[src/rtl/aes_ks128_seq_if.sv]
// Bundle of the key-expansion engine's control, SubWord request/grant and round-key stream.
// The engine takes the slave modport; its environment (tests, AES unit, key file) takes the master modport.
interface aes_ks128_seq_if;
  logic         start;
  logic [127:0] key;
  logic         busy;
  logic         sw_req;
  logic         sw_gnt;
  logic [31:0]  sw_in;
  logic [31:0]  sw_out;
  logic         rk_valid;
  logic         rk_ready;
  logic [127:0] rk;
  logic [3:0]   rk_idx;
  logic         done;

  modport master (
    output start, key, sw_gnt, sw_out, rk_ready,
    input  busy, sw_req, sw_in, rk_valid, rk, rk_idx, done
  );

  modport slave (
    input  start, key, sw_gnt, sw_out, rk_ready,
    output busy, sw_req, sw_in, rk_valid, rk, rk_idx, done
  );
endinterface

[src/rtl/aes_ks128_seq.sv]
// Sequential AES-128 key expansion: one round key per OUT/SUB pair, borrowing the
// shared AES unit's SubBytes path through a request/grant port.
module aes_ks128_seq (
  input  logic           clk,
  input  logic           rst,
  aes_ks128_seq_if.slave bus
);

  typedef enum logic [1:0] {
    IDLE = 2'd0,
    OUT  = 2'd1,
    SUB  = 2'd2
  } state_e;

  localparam logic [3:0] LAST_IDX = 4'd10;

  state_e      state_q, state_d;
  logic [31:0] w0_q, w1_q, w2_q, w3_q;
  logic [31:0] w0_d, w1_d, w2_d, w3_d;
  logic [7:0]  rcon_q, rcon_d;
  logic [3:0]  idx_q, idx_d;
  logic        done_q, done_d;

  logic [31:0] rot_w3;
  logic [31:0] t_word;
  logic [31:0] n0, n1, n2, n3;

  function automatic logic [7:0] xtime(input logic [7:0] r);
    return {r[6:0], 1'b0} ^ (r[7] ? 8'h1b : 8'h00);
  endfunction

  // The chained XOR is the whole round: each new word depends on the previous new word.
  assign rot_w3 = {w3_q[23:0], w3_q[31:24]};
  assign t_word = bus.sw_out ^ {rcon_q, 24'h0};
  assign n0     = w0_q ^ t_word;
  assign n1     = w1_q ^ n0;
  assign n2     = w2_q ^ n1;
  assign n3     = w3_q ^ n2;

  // NOTE: sequential state uses non-blocking assignments so every register samples
  // the pre-edge values; blocking here would let later registers see updated ones.
  always_ff @(posedge clk or posedge rst) begin
    if (rst) begin
      state_q <= IDLE;
      w0_q    <= '0;
      w1_q    <= '0;
      w2_q    <= '0;
      w3_q    <= '0;
      rcon_q  <= 8'h01;
      idx_q   <= '0;
      done_q  <= 1'b0;
    end else begin
      state_q <= state_d;
      w0_q    <= w0_d;
      w1_q    <= w1_d;
      w2_q    <= w2_d;
      w3_q    <= w3_d;
      rcon_q  <= rcon_d;
      idx_q   <= idx_d;
      done_q  <= done_d;
    end
  end

  // NOTE: every next-state signal gets its hold value first, so no path through the
  // case below can leave one unassigned and infer a latch.
  always_comb begin
    state_d = state_q;
    w0_d    = w0_q;
    w1_d    = w1_q;
    w2_d    = w2_q;
    w3_d    = w3_q;
    rcon_d  = rcon_q;
    idx_d   = idx_q;
    done_d  = 1'b0;

    unique case (state_q)
      IDLE: begin
        if (bus.start) begin
          w0_d    = bus.key[127:96];
          w1_d    = bus.key[95:64];
          w2_d    = bus.key[63:32];
          w3_d    = bus.key[31:0];
          rcon_d  = 8'h01;
          idx_d   = 4'd0;
          state_d = OUT;
        end
      end
      OUT: begin
        if (bus.rk_ready) begin
          if (idx_q == LAST_IDX) begin
            state_d = IDLE;
            done_d  = 1'b1;
          end else begin
            state_d = SUB;
          end
        end
      end
      SUB: begin
        // Without a grant sw_out is someone else's result, so nothing moves.
        if (bus.sw_gnt) begin
          w0_d    = n0;
          w1_d    = n1;
          w2_d    = n2;
          w3_d    = n3;
          rcon_d  = xtime(rcon_q);
          idx_d   = idx_q + 4'd1;
          state_d = OUT;
        end
      end
      default: state_d = IDLE;
    endcase
  end

  // Outputs decode straight from state so an asynchronous reset clears them at once.
  assign bus.busy     = (state_q != IDLE);
  assign bus.sw_req   = (state_q == SUB);
  assign bus.sw_in    = bus.sw_req ? rot_w3 : 32'h0;
  assign bus.rk_valid = (state_q == OUT);
  assign bus.rk       = bus.rk_valid ? {w0_q, w1_q, w2_q, w3_q} : 128'h0;
  assign bus.rk_idx   = bus.rk_valid ? idx_q : 4'd0;
  assign bus.done     = done_q;

  a_rk_hold : assert property (@(posedge clk) disable iff (rst)
    bus.rk_valid && !bus.rk_ready |=> bus.rk_valid && $stable(bus.rk) && $stable(bus.rk_idx));

  a_idx_range : assert property (@(posedge clk) disable iff (rst) idx_q <= LAST_IDX);

  a_done_idle : assert property (@(posedge clk) disable iff (rst) done_q |-> !bus.busy);

endmodule

[src/flat_wrapper.sv]
// flat-port wrapper written by rule: the top's interface ports become plain ports
module aes_ks128_seq_flat 
  (clk, rst, bus_start, bus_key, bus_sw_gnt, bus_sw_out, bus_rk_ready, bus_busy, bus_sw_req, bus_sw_in, bus_rk_valid, bus_rk, bus_rk_idx, bus_done);
  aes_ks128_seq_if bus_i ();
  input  logic clk;
  input  logic rst;
  input wire logic [$bits(bus_i.start)-1:0] bus_start;
  input wire logic [$bits(bus_i.key)-1:0] bus_key;
  input wire logic [$bits(bus_i.sw_gnt)-1:0] bus_sw_gnt;
  input wire logic [$bits(bus_i.sw_out)-1:0] bus_sw_out;
  input wire logic [$bits(bus_i.rk_ready)-1:0] bus_rk_ready;
  output wire logic [$bits(bus_i.busy)-1:0] bus_busy;
  output wire logic [$bits(bus_i.sw_req)-1:0] bus_sw_req;
  output wire logic [$bits(bus_i.sw_in)-1:0] bus_sw_in;
  output wire logic [$bits(bus_i.rk_valid)-1:0] bus_rk_valid;
  output wire logic [$bits(bus_i.rk)-1:0] bus_rk;
  output wire logic [$bits(bus_i.rk_idx)-1:0] bus_rk_idx;
  output wire logic [$bits(bus_i.done)-1:0] bus_done;
  assign bus_i.start = bus_start;
  assign bus_i.key = bus_key;
  assign bus_i.sw_gnt = bus_sw_gnt;
  assign bus_i.sw_out = bus_sw_out;
  assign bus_i.rk_ready = bus_rk_ready;
  assign bus_busy = bus_i.busy;
  assign bus_sw_req = bus_i.sw_req;
  assign bus_sw_in = bus_i.sw_in;
  assign bus_rk_valid = bus_i.rk_valid;
  assign bus_rk = bus_i.rk;
  assign bus_rk_idx = bus_i.rk_idx;
  assign bus_done = bus_i.done;
  aes_ks128_seq u_core (.clk(clk), .rst(rst), .bus(bus_i));
endmodule
[config.mk]
export PLATFORM = sky130hd
export DESIGN_NAME = aes_ks128_seq_flat
export DESIGN_NICKNAME = d
export VERILOG_FILES = /design/src/rtl/aes_ks128_seq_if.sv /design/src/rtl/aes_ks128_seq.sv /design/src/flat_wrapper.sv
export SDC_FILE = /design/constraint.sdc
export NUM_CORES = 1
export LEC_CHECK = 0
export BUFFER_PORTS_ARGS = -buffer_cell sky130_fd_sc_hd__buf_2
export CORE_MARGIN = 10
export CORE_UTILIZATION = 46
export CTS_CLUSTER_DIAMETER = 50
export DETAILED_ROUTE_END_ITERATION = 12
export GPL_TIMING_DRIVEN = 1
export PLACE_DENSITY = 0.76
export SYNTH_ARGS = -nofsm -noshare
export SYNTH_HDL_FRONTEND = slang
export SYNTH_SLANG_ARGS = --single-unit
[constraint.sdc]
create_clock -name clk -period 4.1 [get_ports clk]
set_clock_uncertainty 0.15 [all_clocks]
set_input_delay 0.205 -clock clk [delete_from_list [all_inputs] [get_ports clk]]
set_output_delay 0.205 -clock clk [all_outputs]
set_load 0.1 [all_outputs]
## After elaboration in Yosys (flattened, before gate mapping)

Cells that the tools add are included.

- Multiplexer cells: 30
- Reduce and logical (&&, ||, !) cells: 5
- $add $sub $neg: 1
- Bitwise operators: 6
- Equality and inequality tests: 6

Operator list:

| cell | count |
|---|---|
| 32-bit 2-to-1 mux | 9 |
| 32-bit case mux with 2 select lines | 4 |
| 32-bit XOR | 5 |
| 128-bit 2-to-1 mux | 1 |
| 8-bit 2-to-1 mux | 2 |
| 8-bit case mux with 2 select lines | 1 |
| 4-bit 2-to-1 mux | 3 |
| 2-bit 2-to-1 mux | 4 |
| 4-bit case mux with 2 select lines | 1 |
| 8-bit XOR | 1 |
| 2-bit inequality test (second input constant) | 3 |
| 2-bit case mux with 3 select lines | 1 |
| 3-bit AND reduction | 2 |
| 5-bit 2-to-1 mux | 1 |
| 4-bit by 1-bit adder with 4-bit output (second input constant) | 1 |
| 4-bit == test (second input constant) | 1 |
| 2-bit nonzero test | 2 |
| 1-bit 2-to-1 mux | 3 |
| 2-bit by 1-bit == test with 1-bit output (second input constant) | 1 |
| 2-bit == test (second input constant) | 1 |
| 2-bit logical NOT | 1 |

- Register bits: 143
- Output and inout port bits: 168
- Bits of input ports: 165

## Depth between registers and ports, before layout

Gate-level depths: netlist (run 1).

- Depth in word-level cells: 7
- Mapped depth: 8
- Mapped depth without buffers: 5

## Worst setup path before layout (run 1)

No wires, ideal clock.

- Path type: register -> output
- Start point: reg u_core.state_q[0]
- End point: out bus_sw_in[11]
- Arrival: 2661 ps
- Buffers on the path: 2
- Path slack: 1084 ps
- Stages on the path, launching flop included: 6
- Path through: dfrtp_1 -> nand2b_1 -> buf_2 -> inv_2 -> clkbuf_1 -> and2_1

- Longest elaborated chain between the ends: 2

Ends and longest elaborated chain:

| item | RTL line | text |
|---|---|---|
| from (decl) | aes_ks128_seq.sv:17 | `state_e state_q, state_d;` |
| from (signal assigned) | aes_ks128_seq.sv:53 | `state_q <= state_d;` |
| 2-bit == test | aes_ks128_seq.sv:116 | `assign bus.sw_req = (state_q == SUB);` |
| via bus_sw_req | flat_wrapper.sv:13 | `output wire logic [$bits(bus_i.sw_req)-1:0] bus_sw_req;` |
| 32-bit 2-to-1 mux | aes_ks128_seq.sv:117 | `assign bus.sw_in = bus.sw_req ? rot_w3 : 32'h0;` |
| to (decl) | flat_wrapper.sv:14 | `output wire logic [$bits(bus_i.sw_in)-1:0] bus_sw_in;` |

The timed path passes the listed nets, and every way through them passes these cells.

## Final worst setup path (run 1)

- Start point: reg u_core.state_q[1]
- End point: out bus_rk[98]

- Longest elaborated chain between the ends: 2

Ends and longest elaborated chain:

| item | RTL line | text |
|---|---|---|
| 2-bit by 1-bit == test with 1-bit output | aes_ks128_seq.sv:118 | `assign bus.rk_valid = (state_q == OUT);` |
| 128-bit 2-to-1 mux | aes_ks128_seq.sv:119 | `assign bus.rk = bus.rk_valid ? {w0_q, w1_q, w2_q, w3_q} : 128'h0;` |
| to (decl) | flat_wrapper.sv:16 | `output wire logic [$bits(bus_i.rk)-1:0] bus_rk;` |

Every way passes these cells.

==> results.yml, run 1 <==
logic_synthesis:
  synth-simple-area-share_pct: 21.8
  ys.warnings.count: 0
  synth_seq_cells: 143
  synthesis.instances: 1102
  asyncSetResetFlopFracSynth_pct: 100
  synthesis.nets: 1269
  synthesis.area_sq_um: 9530
  synth.yosys.seq_area_share_pct: 37.6
  combinational_family_with_the_most_area_after_synthesis: "simple AND/OR/NAND/NOR gates"
  postSynth.topFlopCell: "sky130_fd_sc_hd__dfrtp_1"
  synth.lib_cells_used.distinct: 49
  synth_xor_xnor_area_share_pct: 12.4
  yosys-mux-area-fraction_pct: 2.52
  synth_compound_gate_area_share_pct: 19.5
  synth_adder_area_share_pct: 0.263
  synthesized_area_per_cell_sq_um: 8.65
  number_of_synthesized_flops_with_an_enable_pin: 0
run:
  max_capacitance_violation_count: 0
cells_and_area:
  final_nets: 1674
  syn_to_final_growth_pct: 37.7
  post_route_cells_drive_above_1_share_pct: 26.0
  num-fill-cells: 1634
  seq_area_sq_um: 3580
  mostFrequentLayoutCells: "332 x sky130_fd_sc_hd__buf_2, 141 x sky130_fd_sc_hd__dfrtp_1, 130 x sky130_fd_sc_hd__and2_1"
  final_common_cell: "sky130_fd_sc_hd__buf_2"
  area_used_by_multi_input_combinational_logic_sq_um: 5410
global_route:
  groute.usage.overall_pct: 25.3
  antenna_found_initial: 7
  grt_start_max_net_pins: 102
  vias_in_the_first_global_route: 9997
  gr-total-overflow: 0
  grt_pass1_wl_um: 54400
sta:
  worst_pin_slew_ns: 1.12
  count_of_endpoints_failing_setup_in_the_final_report: 0
  slew-limit-headroom_pct: 25.6
  fin_crit_sh_pct: 78.8
  unrepaired_setup_endpoints_after_global_routing: "no"
  final_period_minus_worst_setup_slack_ns: 3.23
  final_critical_path_setup_slack_ns: 0.869
  count_of_final_hold_check_violations: 0
  max_fclk_ghz: 0.309
  totalNegativeSetupSlack_ns: 0
  maxSlewViolCount: 0
clock_network:
  clock-sinks: 143
  clkTransAtPathRegs_ns: 0.07
  cts_inserted_buffers: 17
  clock_insertion_delay_worst_skew_ns: 0.43
  cts_tree: "done"
  clockBufferDepth: 2
  cts.htree.levels: 4
  cts_root_buffer: "sky130_fd_sc_hd__clkbuf_16"
placed_design:
  port_buffers: 332
  place.detailed.hpwl_um: 23600
  dpl_worst_slack_ns: 1.30
  finalWeightedCongestion: 0.888
worst_setup_path:
  cp-startpoint: "u_core.state_q[1]$_DFFE_PP0P_"
  reg2reg_depth: 4
  crit_end: "bus_rk[98]"
  timing.critical_path.required_ns: 3.74
  rrSetupSlack_ns: 1.12
  worst_r2r_startpoint: "u_core.state_q[1]$_DFFE_PP0P_"
  crit_path_end_kind: "output pin"
  worstReg2RegEnd: "u_core.w2_q[17]$_DFFE_PP0P_"
  startpoint_type_of_the_worst_setup_path: "flop"
  path_class: "flop to output pin"
  path_max_fanout: 64
  cp_data_arrival_time_ns: 2.88
die:
  fp.dieArea_sq_um: 26900
  die_h_um: 164
  core-area_sq_um: 20300
  floorplan.initialDensity_pct: 47.0
  die-width_um: 164
  rows: 52
  ios: 333
run_status:
  outcome: "complete, no violations"
detailed_routing:
  final_antenna_net_count: 0
  via_density_per_instance: 5.50
  route.detailed.drc: 0
  detail_route.iter0.violations: 797
  finalWirelength_um: 35200
  route.detailed.wl_per_inst_um: 19.6
  dr.pass1.iters: 5
  vias: 9890
hold_path:
  worstHoldPathCells: 4
  timing.hold.worst.class: "input pin to flop"
timing repair:
item	CTS	global route
endpoints found under the hold margin	119	0
gates resized for setup	0	0
endpoints found under the setup margin	0	0
setup buffers	0	0
hold buffers	125	0
how the worst min path moves through the flow:
stage | startpoint | end
after global routing | bus_key[94] | u_core.w1_q[30]$_DFFE_PP0P_
after detailed placement | rst | u_core.w1_q[26]$_DFFE_PP0P_
after floorplan | bus_sw_gnt | u_core.state_q[1]$_DFFE_PP0P_
after CTS | bus_sw_out[19] | u_core.w0_q[19]$_DFFE_PP0P_
after global placement | rst | u_core.w0_q[24]$_DFFE_PP0P_
final | bus_sw_out[19] | u_core.w0_q[19]$_DFFE_PP0P_
cell type report:
type                    count  share of cell area [%]
flip-flops and latches    143                    27.3
diodes                      8                   0.153
multi-input cells         837                    41.2
repair buffers            470                    23.2
inverters                  38                    1.12
clock inverters            15                    1.20
well taps                 270                    2.57
clock buffers              17                    3.24
kinds of logic after synthesis:
kind of cell | Yosys count
simple gates | 418
compound gates | 297
flops | 143
buf+inv | 122
xor+xnor | 96
mux | 24
fa+ha+maj | 2
registers in the layout, summed over array words and instances (netlist names):
name	count
u_core.bus.done	1
u_core.w0_q	32
u_core.idx_q	4
u_core.rcon_q	8
u_core.w3_q	32
u_core.state_q	2
u_core.w2_q	32
u_core.w1_q	32
layer usage:
metal  vias to the layer above  GRT usage [%]  part of all wire, %
met5                         -              0                0.040
met4                         2           14.5                  4.9
met3                       116           6.48                  8.3
met2                       502           40.8                   48
met1                      4664           30.3                   39
li1                       4606              -                    -
synthesized netlist by cell type (7+ instances only):
cell	instances	area, sq um
sky130_fd_sc_hd__xnor2_2	7	114
sky130_fd_sc_hd__clkbuf_1	41	154
sky130_fd_sc_hd__a2bb2oi_1	13	114
sky130_fd_sc_hd__xnor2_1	46	403
sky130_fd_sc_hd__a31oi_1	8	50.1
sky130_fd_sc_hd__mux2i_1	24	240
sky130_fd_sc_hd__xnor3_1	19	428
sky130_fd_sc_hd__nand3_1	36	180
sky130_fd_sc_hd__inv_1	37	139
sky130_fd_sc_hd__o311ai_0	7	61.3
sky130_fd_sc_hd__a22o_1	15	131
sky130_fd_sc_hd__nor2_1	109	409
sky130_fd_sc_hd__and2_1	130	813
sky130_fd_sc_hd__o211ai_1	7	52.6
sky130_fd_sc_hd__a21oi_1	65	325
sky130_fd_sc_hd__nand2_1	108	405
sky130_fd_sc_hd__buf_2	30	150
sky130_fd_sc_hd__o22ai_1	18	113
sky130_fd_sc_hd__a211o_1	12	105
sky130_fd_sc_hd__a41o_1	12	120
sky130_fd_sc_hd__o32ai_1	12	105
sky130_fd_sc_hd__xor2_1	22	193
sky130_fd_sc_hd__o21ai_0	112	561
sky130_fd_sc_hd__nor3b_1	24	180
sky130_fd_sc_hd__dfrtp_1	142	3550
sky130_fd_sc_hd__o2bb2ai_1	8	70.1
per-stage QoR:
stage / util (%) / hold slack (ns) / instance area, sq um / cells
2_1_floorplan: - / 0.164 / 9540 / 1102
3_5_place_dp: 55.5 / 0.0900 / 11300 / 1633
3_3_place_gp: 55.5 / 0.0915 / 11300 / 1633
6_report: 64.7 / 0.0101 / 13100 / 1798
4_1_cts: 64.6 / 0.0000666 / 13100 / 1790
5_1_grt: 64.6 / 0.0322 / 13100 / 1796
critical path, stage by stage (launching register included):
cell and delay, ns:
sky130_fd_sc_hd__dfrtp_2 0.64, sky130_fd_sc_hd__nand2b_1 0.28, sky130_fd_sc_hd__inv_2 0.55, sky130_fd_sc_hd__buf_12 0.31, sky130_fd_sc_hd__and2_1 0.18, sky130_fd_sc_hd__buf_2 0.43
Power of run 1 is not shown: default switching activity piles up to over one toggle a cycle in this logic, so the estimate is an artifact.
==> run 2, diff against run 1 <==
- clock period: 4.1 -> 2.93 ns (I/O delays scaled with it)
==> run 2 against run 1 <==
Net effect:
- final area is 4.9% higher
- core utilization is 3.2 points higher
- worst setup slack worse by 0.51 ns
- first-iteration DRC count is 14% higher
- highest routed layer unchanged
- sequential share of layout area is 1.3 points lower
- die area stayed put
- critical path depth is 2 higher
- count of clock-buffer cells in the layout is 7 higher
- flip-flop and latch count stayed put
- register-to-register slack worse by 0.77 ns
- final cell count is 1.8% higher
==> results.yml, run 2 (synthesis results as in run 1) <==
run_status:
  outcome: "complete, no violations"
sta:
  maxSlewViolCount: 0
  count_of_endpoints_failing_setup_in_the_final_report: 0
  worst_pin_slew_ns: 0.629
  max_fclk_ghz: 0.388
  worst_hold_slack_ns: 0.0103
  unrepaired_setup_endpoints_after_global_routing: "no"
  slew-limit-headroom_pct: 58.0
  count_of_final_hold_check_violations: 0
  final_period_minus_worst_setup_slack_ns: 2.58
  totalNegativeSetupSlack_ns: 0
  fin_crit_sh_pct: 87.9
worst_setup_path:
  path_class: "flop to flop"
  crit_path_end_kind: "flop"
  path_max_fanout: 74
  reg2reg_depth: 7
  timing.critical_path.required_ns: 3.13
  cp_data_arrival_time_ns: 2.77
  rrSetupSlack_ns: 0.35
  startpoint_type_of_the_worst_setup_path: "flop"
clock_network:
  clock-sinks: 143
  cts_repair_resizes: 0
  cts_root_buffer: "sky130_fd_sc_hd__clkbuf_16"
  cts_tree: "done"
  clkTransAtPathRegs_ns: 0.06
  clockBufferDepth: 2
  clock_insertion_delay_worst_skew_ns: 0.41
  cts.htree.levels: 4
  cts_inserted_buffers: 17
placed_design:
  place_area_sq_um: 11700
  finalWeightedCongestion: 0.893
  place.detailed.hpwl_um: 24300
  port_buffers: 332
detailed_routing:
  final_antenna_net_count: 0
  route.detailed.drc: 0
  vias: 10043
  dr.pass1.iters: 5
  detail_route.iter0.violations: 906
  route.detailed.wl_per_inst_um: 19.6
  via_density_per_instance: 5.48
  finalWirelength_um: 35800
die:
  floorplan.initialDensity_pct: 47.0
  ios: 333
  fp.dieArea_sq_um: 26900
  core-area_sq_um: 20300
  rows: 52
  die-width_um: 164
  die_h_um: 164
cells_and_area:
  area_used_by_multi_input_combinational_logic_sq_um: 5410
  num-fill-cells: 1602
  final_common_cell: "sky130_fd_sc_hd__buf_2"
  final_nets: 1705
  post_route_cells_drive_above_1_share_pct: 25.8
  syn_to_final_growth_pct: 44.5
  mostFrequentLayoutCells: "311 x sky130_fd_sc_hd__buf_2, 149 x sky130_fd_sc_hd__dlygate4sd3_1, 141 x sky130_fd_sc_hd__dfrtp_1"
  seq_area_sq_um: 3580
  finish.instance_area_sq_um: 13800
global_route:
  gr-total-overflow: 0
  vias_in_the_first_global_route: 10169
  grt_start_max_net_pins: 125
  groute.usage.overall_pct: 25.7
  antenna_found_initial: 8
  grt_pass1_wl_um: 55400
hold_path:
  worstHoldPathCells: 4
  timing.hold.worst.class: "input pin to flop"
run:
  max_capacitance_violation_count: 0
[run 2: cell count changes in the layout (fill, tap and decap cells not counted), sizes merged, moves of 2 or more]
cell         previous run  this run
buf                   345       352
clkbuf                 17        24
clkinv                  7         3
diode                   8        10
dlygate4sd3           125       149
inv                    42        39
[run 2: layout make-up]
cell class	instances	share of cell area, %
diodes	10	0.182
repair buffers	501	26.8
multi-input cells	837	39.3
inverters	38	1.06
flip-flops and latches	143	26.0
clock inverters	8	0.563
clock buffers	24	3.64
well taps	270	2.45
[run 2: critical path, cell delays in order, from the launching register on]
cell                            delay, ns
sky130_fd_sc_hd__dfrtp_2             0.41
sky130_fd_sc_hd__buf_4               0.23
sky130_fd_sc_hd__and3b_1             0.24
sky130_fd_sc_hd__nor2_4              0.33
sky130_fd_sc_hd__buf_12              0.30
sky130_fd_sc_hd__o21ai_0             0.13
sky130_fd_sc_hd__o21ai_0             0.09
sky130_fd_sc_hd__dlygate4sd3_1       0.59
[run 2: per-layer routing]
metal	track usage [%]	vias up	share of wire (%)
li1	-	4669	-
met1	30.6	4757	39
met2	43.0	506	49
met3	6.21	109	7.7
met4	11.8	2	4.3
met5	0	-	0.036
[run 2: worst paths after layout]
kind,startpoint,endpoint
max,u_core.state_q[1]$_DFFE_PP0P_,u_core.w0_q[3]$_DFFE_PP0P_
min,bus_key[39],u_core.w2_q[7]$_DFFE_PP0P_
max reg2reg,u_core.state_q[1]$_DFFE_PP0P_,u_core.w0_q[3]$_DFFE_PP0P_
min reg2reg,u_core.w2_q[29]$_DFFE_PP0P_,u_core.w2_q[29]$_DFFE_PP0P_
max in group asynchronous,rst,u_core.w0_q[22]$_DFFE_PP0P_
min in group asynchronous,rst,u_core.w3_q[25]$_DFFE_PP0P_
[run 2: per-stage QoR]
stage | utilization [%] | worst slack, ns | cells
5_1_grt | 67.8 | 0.163 | 1827
3_5_place_dp | 57.5 | 0.615 | 1640
6_report | 67.8 | 0.355 | 1831
4_1_cts | 67.7 | 0.350 | 1821
3_3_place_gp | 57.5 | 0.729 | 1640
2_1_floorplan | - | 0.00456 | 1102
[run 2: what timing repair did]
item,in CTS,in global routing
setup buffers,0,0
hold endpoints to repair,141,0
hold buffers,149,0
Power of run 2 is left out for the same reason.
==> run 3, diff against run 2 <==
- ABC_AREA: unset -> 1
- CORE_MARGIN: 10 -> unset
- CORE_UTILIZATION: 46 -> 30
- PLACE_DENSITY: 0.76 -> 0.54
==> run 3 against run 2 <==
Net effect:
- fmax fell by 6.7%
- register-to-register slack got worse by 0.14 ns
- critical endpoint is now bus_rk_idx[1]
- global-route usage fell by 5.0 points
- count of clock-buffer cells in the layout fell by 6
- largest cell class unchanged
- critical path depth fell by 2
- sequential share of layout area fell by 0.46 points
- final cell count rose by 23%
- flip-flop and latch count did not move
- via count rose by 6.3%
- core utilization fell by 22 points
- non-clock buffer count rose by 2
- die area rose by 19%
==> results.yml, run 3 <==
run_status:
  outcome: "complete, no violations"
logic_synthesis:
  ys_top_cells_by_count: "367 x sky130_fd_sc_hd__nand2_1, 210 x sky130_fd_sc_hd__nor2_1, 153 x sky130_fd_sc_hd__inv_1"
  synthesized_area_per_cell_sq_um: 6.75
  netlist.top_cell.by_area: "sky130_fd_sc_hd__dfrtp_1"
  synth.lib_cells_used.distinct: 29
  synthesis.instances: 1385
  combinational_family_with_the_most_area_after_synthesis: "simple AND/OR/NAND/NOR gates"
  synthesis.area_sq_um: 9340
  ys.warnings.count: 0
  synth_adder_area_share_pct: 0.268
  area_share_of_the_largest_cell_type_after_synthesis_pct: 38.0
  yosys-mux-area-fraction_pct: 0
  synth_xor_xnor_area_share_pct: 6.75
  synth-simple-area-share_pct: 33.3
  synthTopCellsByArea: "sky130_fd_sc_hd__dfrtp_1 38%, sky130_fd_sc_hd__nand2_1 15%, sky130_fd_sc_hd__nor2_1 8.4%"
  asyncSetResetFlopFracSynth_pct: 100
  synthesis.nets: 1552
  yosysMostFrequentCell: "sky130_fd_sc_hd__nand2_1"
  synth_seq_cells: 143
  number_of_synthesized_flops_with_an_enable_pin: 0
  postSynth.topFlopCell: "sky130_fd_sc_hd__dfrtp_1"
  synth.yosys.seq_area_share_pct: 38.3
  synth_compound_gate_area_share_pct: 11.3
clock_network:
  cts_inserted_buffers: 17
  cts_root_buffer: "sky130_fd_sc_hd__clkbuf_16"
  cts_tree: "done"
  cts.htree.levels: 4
  clockBufferDepth: 2
  clock_insertion_delay_worst_skew_ns: 0.43
  post-cts-setup-buffers: 0
  clock-sinks: 143
  clkTransAtPathRegs_ns: 0.07
worst_setup_path:
  worst_r2r_startpoint: "u_core.state_q[1]$_DFFE_PP0P_"
  cp-startpoint: "u_core.state_q[1]$_DFFE_PP0P_"
  cp_top_family: "buffers and inverters"
  path_cells: "inv_2 -> nand2_8 -> buf_12 -> nor2_1 -> buf_2"
  crit_path_end_kind: "output pin"
  path_class: "flop to output pin"
  startpoint_type_of_the_worst_setup_path: "flop"
  worst_path_largest_cell_delay_ns: 0.48
  timing.critical_path.required_ns: 2.63
  path_max_fanout: 68
  critical-path-slowest-cell: "sky130_fd_sc_hd__buf_2"
  cp_num_buf_inv: 3
  cp_data_arrival_time_ns: 2.46
global_route:
  grt_most_used_layer: "met2"
  global_route.usage.met1_pct: 26.1
  groute.usage.overall_pct: 20.7
  met3_demand_to_capacity_share_in_global_routing_pct: 3.82
  antenna_found_initial: 1
  met2_use_gr_pct: 36.0
  gr-total-overflow: 0
  vias_in_the_first_global_route: 10236
  grt_start_max_net_pins: 144
  grt_pass1_wl_um: 51700
hold_path:
  hold_start: "bus_sw_out[16]"
  timing.hold.worst.class: "input pin to flop"
sta:
  slew-limit-headroom_pct: 43.2
  unrepaired_setup_endpoints_after_global_routing: "no"
  count_of_final_hold_check_violations: 0
  final_critical_path_setup_slack_ns: 0.170
  totalNegativeSetupSlack_ns: 0
  max_fclk_ghz: 0.362
  maxSlewViolCount: 0
  final_period_minus_worst_setup_slack_ns: 2.76
  count_of_endpoints_failing_setup_in_the_final_report: 0
  worst_pin_slew_ns: 0.853
  fin_crit_sh_pct: 94.2
detailed_routing:
  route.detailed.drc: 0
  via_density_per_instance: 4.76
  final_antenna_net_count: 0
  finalWirelength_um: 33700
  vias: 10675
  dr.pass1.iters: 5
  detail_route.iter0.violations: 551
  route.detailed.wl_per_inst_um: 15.0
die:
  rows: 64
  ios: 333
  floorplan.initialDensity_pct: 30.5
  die-width_um: 178
  fp.dieArea_sq_um: 31900
  core-area_sq_um: 30600
  die_h_um: 178
placed_design:
  port_buffers: 332
  finalWeightedCongestion: 0.827
  place.detailed.hpwl_um: 22400
  dpl_worst_slack_ns: 0.482
cells_and_area:
  final_common_cell: "sky130_fd_sc_hd__nand2_1"
  post_route_cells_drive_above_1_share_pct: 22.4
  final_nets: 2000
  mostFrequentLayoutCells: "365 x sky130_fd_sc_hd__nand2_1, 299 x sky130_fd_sc_hd__buf_2, 210 x sky130_fd_sc_hd__nor2_1"
  syn_to_final_growth_pct: 50.1
run:
  max_capacitance_violation_count: 0
## run 3: cell count changes after synthesis, sizes merged, moves of 38 or more
| cell | delta |
|---|---|
| and2 | -130 |
| xnor2 | -41 |
| nand3 | +84 |
| xor2 | +38 |
| inv | +117 |
| nor2 | +102 |
| nand2 | +260 |
## run 3: kinds of logic after synthesis
logic type	after synthesis
XOR/XNOR	72
buffers and inverters	231
flip-flops	143
AND/OR/NAND/NOR	750
adder cells (fa/ha/maj)	2
AO/OA/AOI/OAI	187
## run 3: metal layers
metal	wire length, um	share of wire [%]
met1	14700	44
met2	16600	49
met3	1950	5.8
met4	461	1.4
met5	0	0
## run 3: worst register-to-register path, delay by kind of cell (launching register included)
| family | cells | cell delay, ns |
|---|---|---|
| simple gates | 2 | 0.20 |
| compound gates | 1 | 0.18 |
| flops | 1 | 0.41 |
| buf+inv | 5 | 1.72 |
## run 3: cell type report
type,count,area [sq um]
flip-flops and latches,143,3580
clock inverters,14,145
clock buffers,18,439
fillers,3173,16600
multi-input cells,1011,4850
inverters,157,598
well taps,396,495
diodes,1,2.50
repair buffers,503,3910
## run 3: timing repair
action | 4_1_cts | 5_1_grt
setup endpoints to repair | 0 | 90
hold endpoints to repair | 277 | 0
resized for setup | 0 | 3
hold buffers | 152 | 0
## run 3: path summary, 6_finish.rpt
kind	to	cells after the start	slack (ns)
setup / recovery	bus_rk_idx[1]	5	0.17
hold / removal	u_core.w0_q[16]$_DFFE_PP0P_	5	0.02
setup reg to reg	u_core.w0_q[6]$_DFFE_PP0P_	8	0.21
hold reg to reg	u_core.w2_q[20]$_DFFE_PP0P_	2	0.33
max in group asynchronous	u_core.state_q[1]$_DFFE_PP0P_	4	1.63
min in group asynchronous	u_core.w0_q[25]$_DFFE_PP0P_	4	0.32
## run 3: metrics by stage
stage                     hold slack (ns)  std cells  utilization, %  instance area [sq um]
after floorplan                     0.108       1385               -                   9350
after global placement              0.216       2057            38.8                  11900
after detailed placement            0.218       2057            38.8                  11900
after CTS                         0.00103       2241            45.7                  14000
after global routing               0.0304       2243            45.8                  14000
final                              0.0157       2243            45.8                  14000
Power of run 3 is left out for the same reason.
